<file path="src/rtl/control_sequencer_pkg.sv">
// control_sequencer_pkg: Mini-SRC opcodes, FSM states and instruction classes for the control sequencer.
package control_sequencer_pkg;
    localparam logic [4:0] OP_LD   = 5'b00000;
    localparam logic [4:0] OP_LDI  = 5'b00001;
    localparam logic [4:0] OP_ST   = 5'b00010;
    localparam logic [4:0] OP_ADD  = 5'b00011;
    localparam logic [4:0] OP_SUB  = 5'b00100;
    localparam logic [4:0] OP_AND  = 5'b00101;
    localparam logic [4:0] OP_OR   = 5'b00110;
    localparam logic [4:0] OP_SHR  = 5'b00111;
    localparam logic [4:0] OP_SHRA = 5'b01000;
    localparam logic [4:0] OP_SHL  = 5'b01001;
    localparam logic [4:0] OP_ROR  = 5'b01010;
    localparam logic [4:0] OP_ROL  = 5'b01011;
    localparam logic [4:0] OP_ADDI = 5'b01100;
    localparam logic [4:0] OP_ANDI = 5'b01101;
    localparam logic [4:0] OP_ORI  = 5'b01110;
    localparam logic [4:0] OP_MUL  = 5'b01111;
    localparam logic [4:0] OP_DIV  = 5'b10000;
    localparam logic [4:0] OP_NEG  = 5'b10001;
    localparam logic [4:0] OP_NOT  = 5'b10010;
    localparam logic [4:0] OP_BR   = 5'b10011;
    localparam logic [4:0] OP_JR   = 5'b10100;
    localparam logic [4:0] OP_JAL  = 5'b10101;
    localparam logic [4:0] OP_IN   = 5'b10110;
    localparam logic [4:0] OP_OUT  = 5'b10111;
    localparam logic [4:0] OP_MFHI = 5'b11000;
    localparam logic [4:0] OP_MFLO = 5'b11001;
    localparam logic [4:0] OP_NOP  = 5'b11010;
    localparam logic [4:0] OP_HALT = 5'b11011;

    typedef enum logic [3:0] {T0, T1, T2, T3, T4, T5, T6, T7, HALT} state_t;

    typedef enum logic [3:0] {
        C_ILL, C_NOP, C_HALT, C_ALU, C_IMM, C_LDI, C_LD, C_ST, C_UNARY, C_MULDIV, C_MFHI, C_MFLO
    } iclass_t;

    // Immediate forms run the ALU with the code of their register-form counterpart.
    function automatic logic [4:0] imm_alu_op(input logic [4:0] opc);
        return opc == OP_ADDI ? OP_ADD : opc == OP_ANDI ? OP_AND : OP_OR;
    endfunction
endpackage

</file>
<file path="src/rtl/control_sequencer_if.sv">
// control_sequencer_if: IR/memory/stop inputs and datapath strobes of the control sequencer.
// HIout/LOout exist only when MULDIV_EN is defined.
interface control_sequencer_if #(
    parameter int IR_W    = 32,
    parameter int ALUOP_W = 5
);
    logic [IR_W-1:0]    ir;
    logic               mem_ready, stop;
    logic               PCout, MARin, IncPC, PCin, Read, Write, MDRin, MDRout, IRin;
    logic               Gra, Grb, Grc, Rin, Rout, BAout;
    logic               Yin, Zin, Zlowout, Zhighout, Cout, HIin, LOin;
    logic [ALUOP_W-1:0] alu_op;
    logic               run, illegal;
`ifdef MULDIV_EN
    logic               HIout, LOout;
`endif

    modport master (
        output ir, mem_ready, stop,
`ifdef MULDIV_EN
        input  HIout, LOout,
`endif
        input  PCout, MARin, IncPC, PCin, Read, Write, MDRin, MDRout, IRin,
        input  Gra, Grb, Grc, Rin, Rout, BAout,
        input  Yin, Zin, Zlowout, Zhighout, Cout, HIin, LOin,
        input  alu_op, run, illegal
    );

    modport slave (
        input  ir, mem_ready, stop,
`ifdef MULDIV_EN
        output HIout, LOout,
`endif
        output PCout, MARin, IncPC, PCin, Read, Write, MDRin, MDRout, IRin,
        output Gra, Grb, Grc, Rin, Rout, BAout,
        output Yin, Zin, Zlowout, Zhighout, Cout, HIin, LOin,
        output alu_op, run, illegal
    );
endinterface

</file>
<file path="src/rtl/control_sequencer_opcode_class_dec.sv">
// opcode_class_dec: maps an opcode onto the instruction class that selects its execute sequence (MULDIV_EN adds mul/div/mfhi/mflo).
module opcode_class_dec
    import control_sequencer_pkg::*;
(
    input  logic [4:0] opc_i,
    output iclass_t    cls_o
);
    // Anything not listed (branches, I/O, spare codes, mul/div/mfhi/mflo when disabled) is illegal.
    always_comb begin
        case (opc_i)
            OP_ADD, OP_SUB, OP_AND, OP_OR, OP_SHR, OP_SHRA, OP_SHL, OP_ROR, OP_ROL: cls_o = C_ALU;
            OP_ADDI, OP_ANDI, OP_ORI: cls_o = C_IMM;
            OP_LDI:                   cls_o = C_LDI;
            OP_LD:                    cls_o = C_LD;
            OP_ST:                    cls_o = C_ST;
            OP_NEG, OP_NOT:           cls_o = C_UNARY;
            OP_NOP:                   cls_o = C_NOP;
            OP_HALT:                  cls_o = C_HALT;
`ifdef MULDIV_EN
            OP_MUL, OP_DIV:           cls_o = C_MULDIV;
            OP_MFHI:                  cls_o = C_MFHI;
            OP_MFLO:                  cls_o = C_MFLO;
`endif
            default:                  cls_o = C_ILL;
        endcase
    end
endmodule

</file>
<file path="src/rtl/control_sequencer.sv">
// control_sequencer: Mini-SRC Moore control unit stepping fetch T0-T2 and execute T3-T7 per opcode.
// Define MULDIV_EN to add the mul/div/mfhi/mflo sequences and the HIout/LOout strobes.
module control_sequencer
    import control_sequencer_pkg::*;
#(
    parameter int IR_W    = 32,
    parameter int OPC_W   = 5,
    parameter int ALUOP_W = 5
) (
    input logic                clk,
    input logic                clr_n,
    control_sequencer_if.slave bus
);
    state_t           state_q, state_d;
    logic             run_q, wait_q, wait_d, stop_q, stop_d, end_instr;
    logic [OPC_W-1:0] opc;
    iclass_t          cls;
    logic             unused_ir;

    assign opc       = bus.ir[IR_W-1 -: OPC_W];
    assign unused_ir = ^bus.ir[IR_W-OPC_W-1:0];

    opcode_class_dec u_dec (.opc_i(opc), .cls_o(cls));

    // State and flags; run_q stays low for one cycle after reset so the first T0 is fully visible.
    always_ff @(posedge clk or negedge clr_n) begin
        if (!clr_n) begin
            state_q <= T0;
            run_q   <= 1'b0;
            wait_q  <= 1'b0;
            stop_q  <= 1'b0;
        end else begin
            state_q <= state_d;
            run_q   <= 1'b1;
            wait_q  <= wait_d;
            stop_q  <= stop_d;
        end
    end

    // Next state: hold in memory waits, branch on class, and divert to HALT at a pending stop on instruction boundaries.
    always_comb begin
        state_d   = state_q;
        wait_d    = 1'b0;
        stop_d    = stop_q | bus.stop;
        end_instr = !run_q;
        case (state_q)
            T0: state_d = T1;
            T1: begin
                state_d = bus.mem_ready ? T2 : T1;
                wait_d  = !bus.mem_ready;
            end
            T2: state_d = T3;
            T3: begin
                state_d   = cls == C_HALT ? HALT : T4;
                end_instr = cls inside {C_NOP, C_ILL, C_MFHI, C_MFLO};
            end
            T4: begin
                state_d   = T5;
                end_instr = cls == C_UNARY;
            end
            T5: begin
                state_d   = T6;
                end_instr = cls inside {C_ALU, C_IMM, C_LDI};
            end
            T6: begin
                state_d   = (cls == C_LD && !bus.mem_ready) ? T6 : T7;
                end_instr = cls == C_MULDIV;
            end
            T7: end_instr = cls != C_ST || bus.mem_ready;
            default: state_d = HALT;
        endcase
        if (end_instr) begin
            state_d = stop_d ? HALT : T0;
            stop_d  = 1'b0;
        end
    end

    // Moore output decode from state and opcode class; everything stays low before run_q and in HALT.
    always_comb begin
        bus.PCout    = 1'b0;
        bus.MARin    = 1'b0;
        bus.IncPC    = 1'b0;
        bus.PCin     = 1'b0;
        bus.Read     = 1'b0;
        bus.Write    = 1'b0;
        bus.MDRin    = 1'b0;
        bus.MDRout   = 1'b0;
        bus.IRin     = 1'b0;
        bus.Gra      = 1'b0;
        bus.Grb      = 1'b0;
        bus.Grc      = 1'b0;
        bus.Rin      = 1'b0;
        bus.Rout     = 1'b0;
        bus.BAout    = 1'b0;
        bus.Yin      = 1'b0;
        bus.Zin      = 1'b0;
        bus.Zlowout  = 1'b0;
        bus.Zhighout = 1'b0;
        bus.Cout     = 1'b0;
        bus.HIin     = 1'b0;
        bus.LOin     = 1'b0;
`ifdef MULDIV_EN
        bus.HIout    = 1'b0;
        bus.LOout    = 1'b0;
`endif
        bus.alu_op   = '0;
        bus.illegal  = 1'b0;
        bus.run      = run_q && state_q != HALT;
        if (run_q) begin
            case (state_q)
                T0: begin
                    bus.PCout = 1'b1;
                    bus.MARin = 1'b1;
                    bus.IncPC = 1'b1;
                    bus.Zin   = 1'b1;
                end
                T1: begin
                    bus.Zlowout = 1'b1;
                    bus.PCin    = !wait_q;
                    bus.Read    = 1'b1;
                    bus.MDRin   = 1'b1;
                end
                T2: begin
                    bus.MDRout = 1'b1;
                    bus.IRin   = 1'b1;
                end
                T3: case (cls)
                    C_ALU, C_IMM: begin
                        bus.Grb  = 1'b1;
                        bus.Rout = 1'b1;
                        bus.Yin  = 1'b1;
                    end
                    C_LDI, C_LD, C_ST: begin
                        bus.Grb   = 1'b1;
                        bus.BAout = 1'b1;
                        bus.Yin   = 1'b1;
                    end
                    C_UNARY: begin
                        bus.Grb    = 1'b1;
                        bus.Rout   = 1'b1;
                        bus.Zin    = 1'b1;
                        bus.alu_op = ALUOP_W'(opc);
                    end
                    C_ILL: bus.illegal = 1'b1;
`ifdef MULDIV_EN
                    C_MULDIV: begin
                        bus.Gra  = 1'b1;
                        bus.Rout = 1'b1;
                        bus.Yin  = 1'b1;
                    end
                    C_MFHI: begin
                        bus.HIout = 1'b1;
                        bus.Gra   = 1'b1;
                        bus.Rin   = 1'b1;
                    end
                    C_MFLO: begin
                        bus.LOout = 1'b1;
                        bus.Gra   = 1'b1;
                        bus.Rin   = 1'b1;
                    end
`endif
                    default: ;
                endcase
                T4: case (cls)
                    C_ALU: begin
                        bus.Grc    = 1'b1;
                        bus.Rout   = 1'b1;
                        bus.Zin    = 1'b1;
                        bus.alu_op = ALUOP_W'(opc);
                    end
                    C_IMM: begin
                        bus.Cout   = 1'b1;
                        bus.Zin    = 1'b1;
                        bus.alu_op = ALUOP_W'(imm_alu_op(opc));
                    end
                    C_LDI, C_LD, C_ST: begin
                        bus.Cout   = 1'b1;
                        bus.Zin    = 1'b1;
                        bus.alu_op = ALUOP_W'(OP_ADD);
                    end
                    C_UNARY: begin
                        bus.Zlowout = 1'b1;
                        bus.Gra     = 1'b1;
                        bus.Rin     = 1'b1;
                    end
`ifdef MULDIV_EN
                    C_MULDIV: begin
                        bus.Grb    = 1'b1;
                        bus.Rout   = 1'b1;
                        bus.Zin    = 1'b1;
                        bus.alu_op = ALUOP_W'(opc);
                    end
`endif
                    default: ;
                endcase
                T5: case (cls)
                    C_ALU, C_IMM, C_LDI: begin
                        bus.Zlowout = 1'b1;
                        bus.Gra     = 1'b1;
                        bus.Rin     = 1'b1;
                    end
                    C_LD, C_ST: begin
                        bus.Zlowout = 1'b1;
                        bus.MARin   = 1'b1;
                    end
`ifdef MULDIV_EN
                    C_MULDIV: begin
                        bus.Zlowout = 1'b1;
                        bus.LOin    = 1'b1;
                    end
`endif
                    default: ;
                endcase
                T6: case (cls)
                    C_LD: begin
                        bus.Read  = 1'b1;
                        bus.MDRin = 1'b1;
                    end
                    C_ST: begin
                        bus.Gra   = 1'b1;
                        bus.Rout  = 1'b1;
                        bus.MDRin = 1'b1;
                    end
`ifdef MULDIV_EN
                    C_MULDIV: begin
                        bus.Zhighout = 1'b1;
                        bus.HIin     = 1'b1;
                    end
`endif
                    default: ;
                endcase
                T7: case (cls)
                    C_LD: begin
                        bus.MDRout = 1'b1;
                        bus.Gra    = 1'b1;
                        bus.Rin    = 1'b1;
                    end
                    C_ST: begin
                        bus.MDRout = 1'b1;
                        bus.Write  = 1'b1;
                    end
                    default: ;
                endcase
                default: ;
            endcase
        end
    end
endmodule

</file>
<file path="src/flat_wrapper.sv">
// flat-port wrapper written by rule: the top's interface ports become plain ports
module control_sequencer_flat import control_sequencer_pkg::*;
#(
    parameter int IR_W    = 32,
    parameter int OPC_W   = 5,
    parameter int ALUOP_W = 5
)
  (clk, clr_n, bus_ir, bus_mem_ready, bus_stop, bus_PCout, bus_MARin, bus_IncPC, bus_PCin, bus_Read, bus_Write, bus_MDRin, bus_MDRout, bus_IRin, bus_Gra, bus_Grb, bus_Grc, bus_Rin, bus_Rout, bus_BAout, bus_Yin, bus_Zin, bus_Zlowout, bus_Zhighout, bus_Cout, bus_HIin, bus_LOin, bus_alu_op, bus_run, bus_illegal);
  control_sequencer_if #(.IR_W(IR_W), .ALUOP_W(ALUOP_W)) bus_i ();
  input logic clk;
  input logic clr_n;
  input wire logic [$bits(bus_i.ir)-1:0] bus_ir;
  input wire logic [$bits(bus_i.mem_ready)-1:0] bus_mem_ready;
  input wire logic [$bits(bus_i.stop)-1:0] bus_stop;
  output wire logic [$bits(bus_i.PCout)-1:0] bus_PCout;
  output wire logic [$bits(bus_i.MARin)-1:0] bus_MARin;
  output wire logic [$bits(bus_i.IncPC)-1:0] bus_IncPC;
  output wire logic [$bits(bus_i.PCin)-1:0] bus_PCin;
  output wire logic [$bits(bus_i.Read)-1:0] bus_Read;
  output wire logic [$bits(bus_i.Write)-1:0] bus_Write;
  output wire logic [$bits(bus_i.MDRin)-1:0] bus_MDRin;
  output wire logic [$bits(bus_i.MDRout)-1:0] bus_MDRout;
  output wire logic [$bits(bus_i.IRin)-1:0] bus_IRin;
  output wire logic [$bits(bus_i.Gra)-1:0] bus_Gra;
  output wire logic [$bits(bus_i.Grb)-1:0] bus_Grb;
  output wire logic [$bits(bus_i.Grc)-1:0] bus_Grc;
  output wire logic [$bits(bus_i.Rin)-1:0] bus_Rin;
  output wire logic [$bits(bus_i.Rout)-1:0] bus_Rout;
  output wire logic [$bits(bus_i.BAout)-1:0] bus_BAout;
  output wire logic [$bits(bus_i.Yin)-1:0] bus_Yin;
  output wire logic [$bits(bus_i.Zin)-1:0] bus_Zin;
  output wire logic [$bits(bus_i.Zlowout)-1:0] bus_Zlowout;
  output wire logic [$bits(bus_i.Zhighout)-1:0] bus_Zhighout;
  output wire logic [$bits(bus_i.Cout)-1:0] bus_Cout;
  output wire logic [$bits(bus_i.HIin)-1:0] bus_HIin;
  output wire logic [$bits(bus_i.LOin)-1:0] bus_LOin;
  output wire logic [$bits(bus_i.alu_op)-1:0] bus_alu_op;
  output wire logic [$bits(bus_i.run)-1:0] bus_run;
  output wire logic [$bits(bus_i.illegal)-1:0] bus_illegal;
  assign bus_i.ir = bus_ir;
  assign bus_i.mem_ready = bus_mem_ready;
  assign bus_i.stop = bus_stop;
  assign bus_PCout = bus_i.PCout;
  assign bus_MARin = bus_i.MARin;
  assign bus_IncPC = bus_i.IncPC;
  assign bus_PCin = bus_i.PCin;
  assign bus_Read = bus_i.Read;
  assign bus_Write = bus_i.Write;
  assign bus_MDRin = bus_i.MDRin;
  assign bus_MDRout = bus_i.MDRout;
  assign bus_IRin = bus_i.IRin;
  assign bus_Gra = bus_i.Gra;
  assign bus_Grb = bus_i.Grb;
  assign bus_Grc = bus_i.Grc;
  assign bus_Rin = bus_i.Rin;
  assign bus_Rout = bus_i.Rout;
  assign bus_BAout = bus_i.BAout;
  assign bus_Yin = bus_i.Yin;
  assign bus_Zin = bus_i.Zin;
  assign bus_Zlowout = bus_i.Zlowout;
  assign bus_Zhighout = bus_i.Zhighout;
  assign bus_Cout = bus_i.Cout;
  assign bus_HIin = bus_i.HIin;
  assign bus_LOin = bus_i.LOin;
  assign bus_alu_op = bus_i.alu_op;
  assign bus_run = bus_i.run;
  assign bus_illegal = bus_i.illegal;
  control_sequencer #(.IR_W(IR_W), .OPC_W(OPC_W), .ALUOP_W(ALUOP_W)) u_core (.clk(clk), .clr_n(clr_n), .bus(bus_i));
endmodule
</file>
<file path="config.mk">
export PLATFORM = sky130hd
export DESIGN_NAME = control_sequencer_flat
export DESIGN_NICKNAME = d
export VERILOG_FILES = /design/src/rtl/control_sequencer_pkg.sv /design/src/rtl/control_sequencer_if.sv /design/src/rtl/control_sequencer_opcode_class_dec.sv /design/src/rtl/control_sequencer.sv /design/src/flat_wrapper.sv
export SDC_FILE = /design/constraint.sdc
export NUM_CORES = 1
export LEC_CHECK = 0
export BUFFER_PORTS_ARGS = -buffer_cell sky130_fd_sc_hd__buf_2
export CAP_MARGIN = 40
export CORE_MARGIN = 4
export CORE_UTILIZATION = 47
export DETAILED_ROUTE_END_ITERATION = 6
export PLACE_DENSITY = 0.92
export SLEW_MARGIN = 5
export SYNTH_ARGS = -nofsm -noshare
export SYNTH_HDL_FRONTEND = slang
export SYNTH_SLANG_ARGS = --single-unit
</file>
<file path="constraint.sdc">
create_clock -name clk -period 4.08 [get_ports clk]
set_input_delay 1.02 -clock clk [delete_from_list [all_inputs] [get_ports clk]]
set_output_delay 1.02 -clock clk [all_outputs]
set_load 0.02 [all_outputs]
</file>
==> run_results.csv <==
group,metric,value,unit
outcome,status,"finished clean",
clocking,cts.sinks,7,
critical_path,critPathSlowestCell,"a221oi_4",
grt,grt_usage,0.1820,
synth,async_reset_ff_frac,1.000,
floorplanning,die_width,56.21,um
worst_hold_path,hp-class,"reg2reg",
timing,rsz0062_at_grt,"false",
grt,grt_pass1_wl,4795,um
critical_path,required,3.06,ns
synth,yosysSeqAreaShare,0.1604,
power,p_leak,0.5572,nW
cells_and_area,area_growth_syn_to_layout,15.35,%
clocking,cts-buffers-inserted,3,
cells_and_area,fin_nets,224,
timing,post-route-period-util,0.9559,
clocking,cts.hold.buffers_added,0,
detailed_routing,drt_pass1_iterations,4,
clocking,clk_pin_slew,0.05,ns
timing,fmax,256.4,MHz
detailed_routing,routedWlPerCell,13.38,um
synth,synth_edf_count,0,
job,timing.max_cap.violations,0,
critical_path,path_common_cell,"buf_2",
clocking,cts_tree,"done",
clocking,cts_setup_buffers,0,
detailed_routing,vias,1232,
synth,synthCells,153,
synth,ys.flop_type,"dfrtp_1",
timing,finalHoldViolCount,0,
timing,min_period,3.900,ns
placed_design,placed_area,0.001231,mm^2
timing,slew_violations,0,
critical_path,crit_path_max_fanout,7,
power,vdd_drop_max,0.1640,mV
clocking,root_buffer,"clkbuf_4",
floorplanning,floorplan.initialDensity,0.4938,
placed_design,gp_congestion,0.9029,
detailed_routing,via_per_inst,5.867,
synth,ys_warn_count,0,
synth,synth.cell_area,0.001092,mm^2
critical_path,path_delay_family,"compound AO/OA/AOI/OAI gates",
floorplanning,io_pins,65,
clocking,cts.repair.resized,0,
floorplanning,die_area,0.003160,mm^2
detailed_routing,wl,2809,um
cells_and_area,mostFrequentLayoutCells,"buf_2, nor2_1, nand2_1, a21oi_1, o21ai_0",
cells_and_area,final_common_cell,"buf_2",
placed_design,hpwlAfterDp,2221,um
clocking,htreeDepth,1,
synth,ys_ff_latch,7,
cells_and_area,fin_area,0.001260,mm^2
critical_path,worst_setup_path_end_kind,"output pin",
timing,slew_headroom,0.6186,
placed_design,portBuffers,34,
floorplanning,rows,17,
cells_and_area,diodes,0,
critical_path,crit_chain,"buf_2, inv_1, ha_1, or2_1, a221oi_4, a32o_2, nor2b_1, and2_1, buf_2",
floorplanning,dieHeight,56.21,um
critical_path,startpoint_type,"input port",
clocking,worstSkewPairLatency,0.25,ns
cells_and_area,final_util,0.5696,
cells_and_area,layout-drive-gt1-share,0.2692,
critical_path,crit_arrival,2.88,ns
detailed_routing,ant_nets,0,
floorplanning,core-area,0.002212,mm^2
grt,overflow,0,
timing,skew,0.002414,ns
grt,antenna_found_initial,0,
critical_path,cp_num_buf_inv,3,
power,p_total,0.2134,mW
critical_path,critPathMaxStageDelay,0.38,ns
detailed_routing,drc_errors,0,
synth,yosysUniqueCellTypes,48,
grt,grt_max_degree,16,
timing,worst_pin_slew,0.5721,ns
synth,syn_area_per_cell,7.139,um^2
grt,grt_pass1_vias,1067,
power,p_per_area,169.4,mW/mm^2
critical_path,critPathKind,"in2out",
detailed_routing,drtIter0Drc,41,
timing,tns,0,ns
clocking,clockBufferDepth,2,
timing,setup_viol,0,
## power by group
part	leakage [nW]	total [mW]	switching, mW	internal, mW
registers	0.0898	0.0796	0.00709	0.0725
clock network	0.0177	0.0601	0.0244	0.0357
logic	0.450	0.0738	0.0485	0.0253
total	0.557	0.213	0.0799	0.133
## final timing paths
path / end / startpoint / cells past startpoint / slack [ns]
max reg2reg: u_core.state_q[0] / u_core.state_q[0] / 5 / 2.17
min reg2reg: u_core.stop_q / u_core.stop_q / 2 / 0.53
min: u_core.stop_q / u_core.stop_q / 2 / 0.53
max: bus_alu_op[4] / bus_ir[28] / 9 / 0.18
min in group asynchronous: u_core.state_q[1] / clr_n / 1 / 0.59
max in group asynchronous: u_core.wait_q / clr_n / 1 / 3.34
## cells in the mapped netlist (2+ instances only)
library cell,number,area (um^2)
a21oi_1,11,55.05
nor2_1,25,93.84
nand3b_1,2,15.01
buf_4,4,30.03
conb_1,2,7.510
a32o_1,2,20.02
a32oi_1,2,17.52
a221oi_4,2,52.55
or2_1,2,12.51
nand4bb_1,2,22.52
inv_1,5,18.77
dfrtp_1,7,175.2
nor3_1,9,45.04
nand2_1,13,48.80
buf_6,2,22.52
a31oi_1,2,12.51
nand3_1,4,20.02
and2_1,5,31.28
nor4_1,2,12.51
ha_1,5,62.56
o21ai_0,10,50.05
buf_2,5,25.02
nand2b_1,4,25.02
nor2b_1,2,12.51
## sequential cells by signal, summed over array words and instances, names as in the netlist
name / count
u_core.run_q: 1
u_core.stop_q: 1
u_core.state_q: 4
u_core.wait_q: 1
## stage by stage
stage,cells,setup WS [ns],hold slack [ns]
4_1_cts,210,0.1417,0.5265
5_1_grt,210,0.009797,0.5714
3_5_place_dp,206,0.1451,0.5161
3_3_place_gp,206,0.1927,0.5106
6_report,210,0.1799,0.5252
2_1_floorplan,155,0.3526,0.4760
## cell type report
class	instances	area (um^2)
fillers	233	952.2
multi-input cells	131	825.8
flip-flops and latches	7	175.2
inverters	5	18.77
clock inverters	1	5.005
repair buffers	35	177.7
clock buffers	3	22.52
well taps	28	35.03
## per-layer routing
| layer | vias to the layer above | wire length, um | track usage |
|---|---|---|---|
| met2 | 60 | 1324 | 0.2838 |
| met3 | 2 | 235 | 0.01160 |
| met5 | - | 0 | 0 |
| met1 | 563 | 1231 | 0.2604 |
| met4 | 0 | 17 | 0.06780 |
| li1 | 607 | - | - |
## kinds of logic (layout without fill, tap and decap cells)
group	after synthesis	count (layout)	synth area share
and+or+nand+nor	77	77	0.3631
AOI/OAI and AO/OA	44	44	0.3127
adders and majority gates	5	5	0.05727
xor gates and xnor gates	1	1	0.008020
DFF	7	7	0.1604
other	2	4	0.006875
buffers and inverters	17	44	0.09163
## tightest hold or removal path, delay by kind of cell (launching register included)
| family | cells | cell delay, ns |
|---|---|---|
| compound gates | 1 | 0.12 |
| flops | 1 | 0.31 |
| simple gates | 1 | 0.04 |
(Power assumes the default switching activity.)
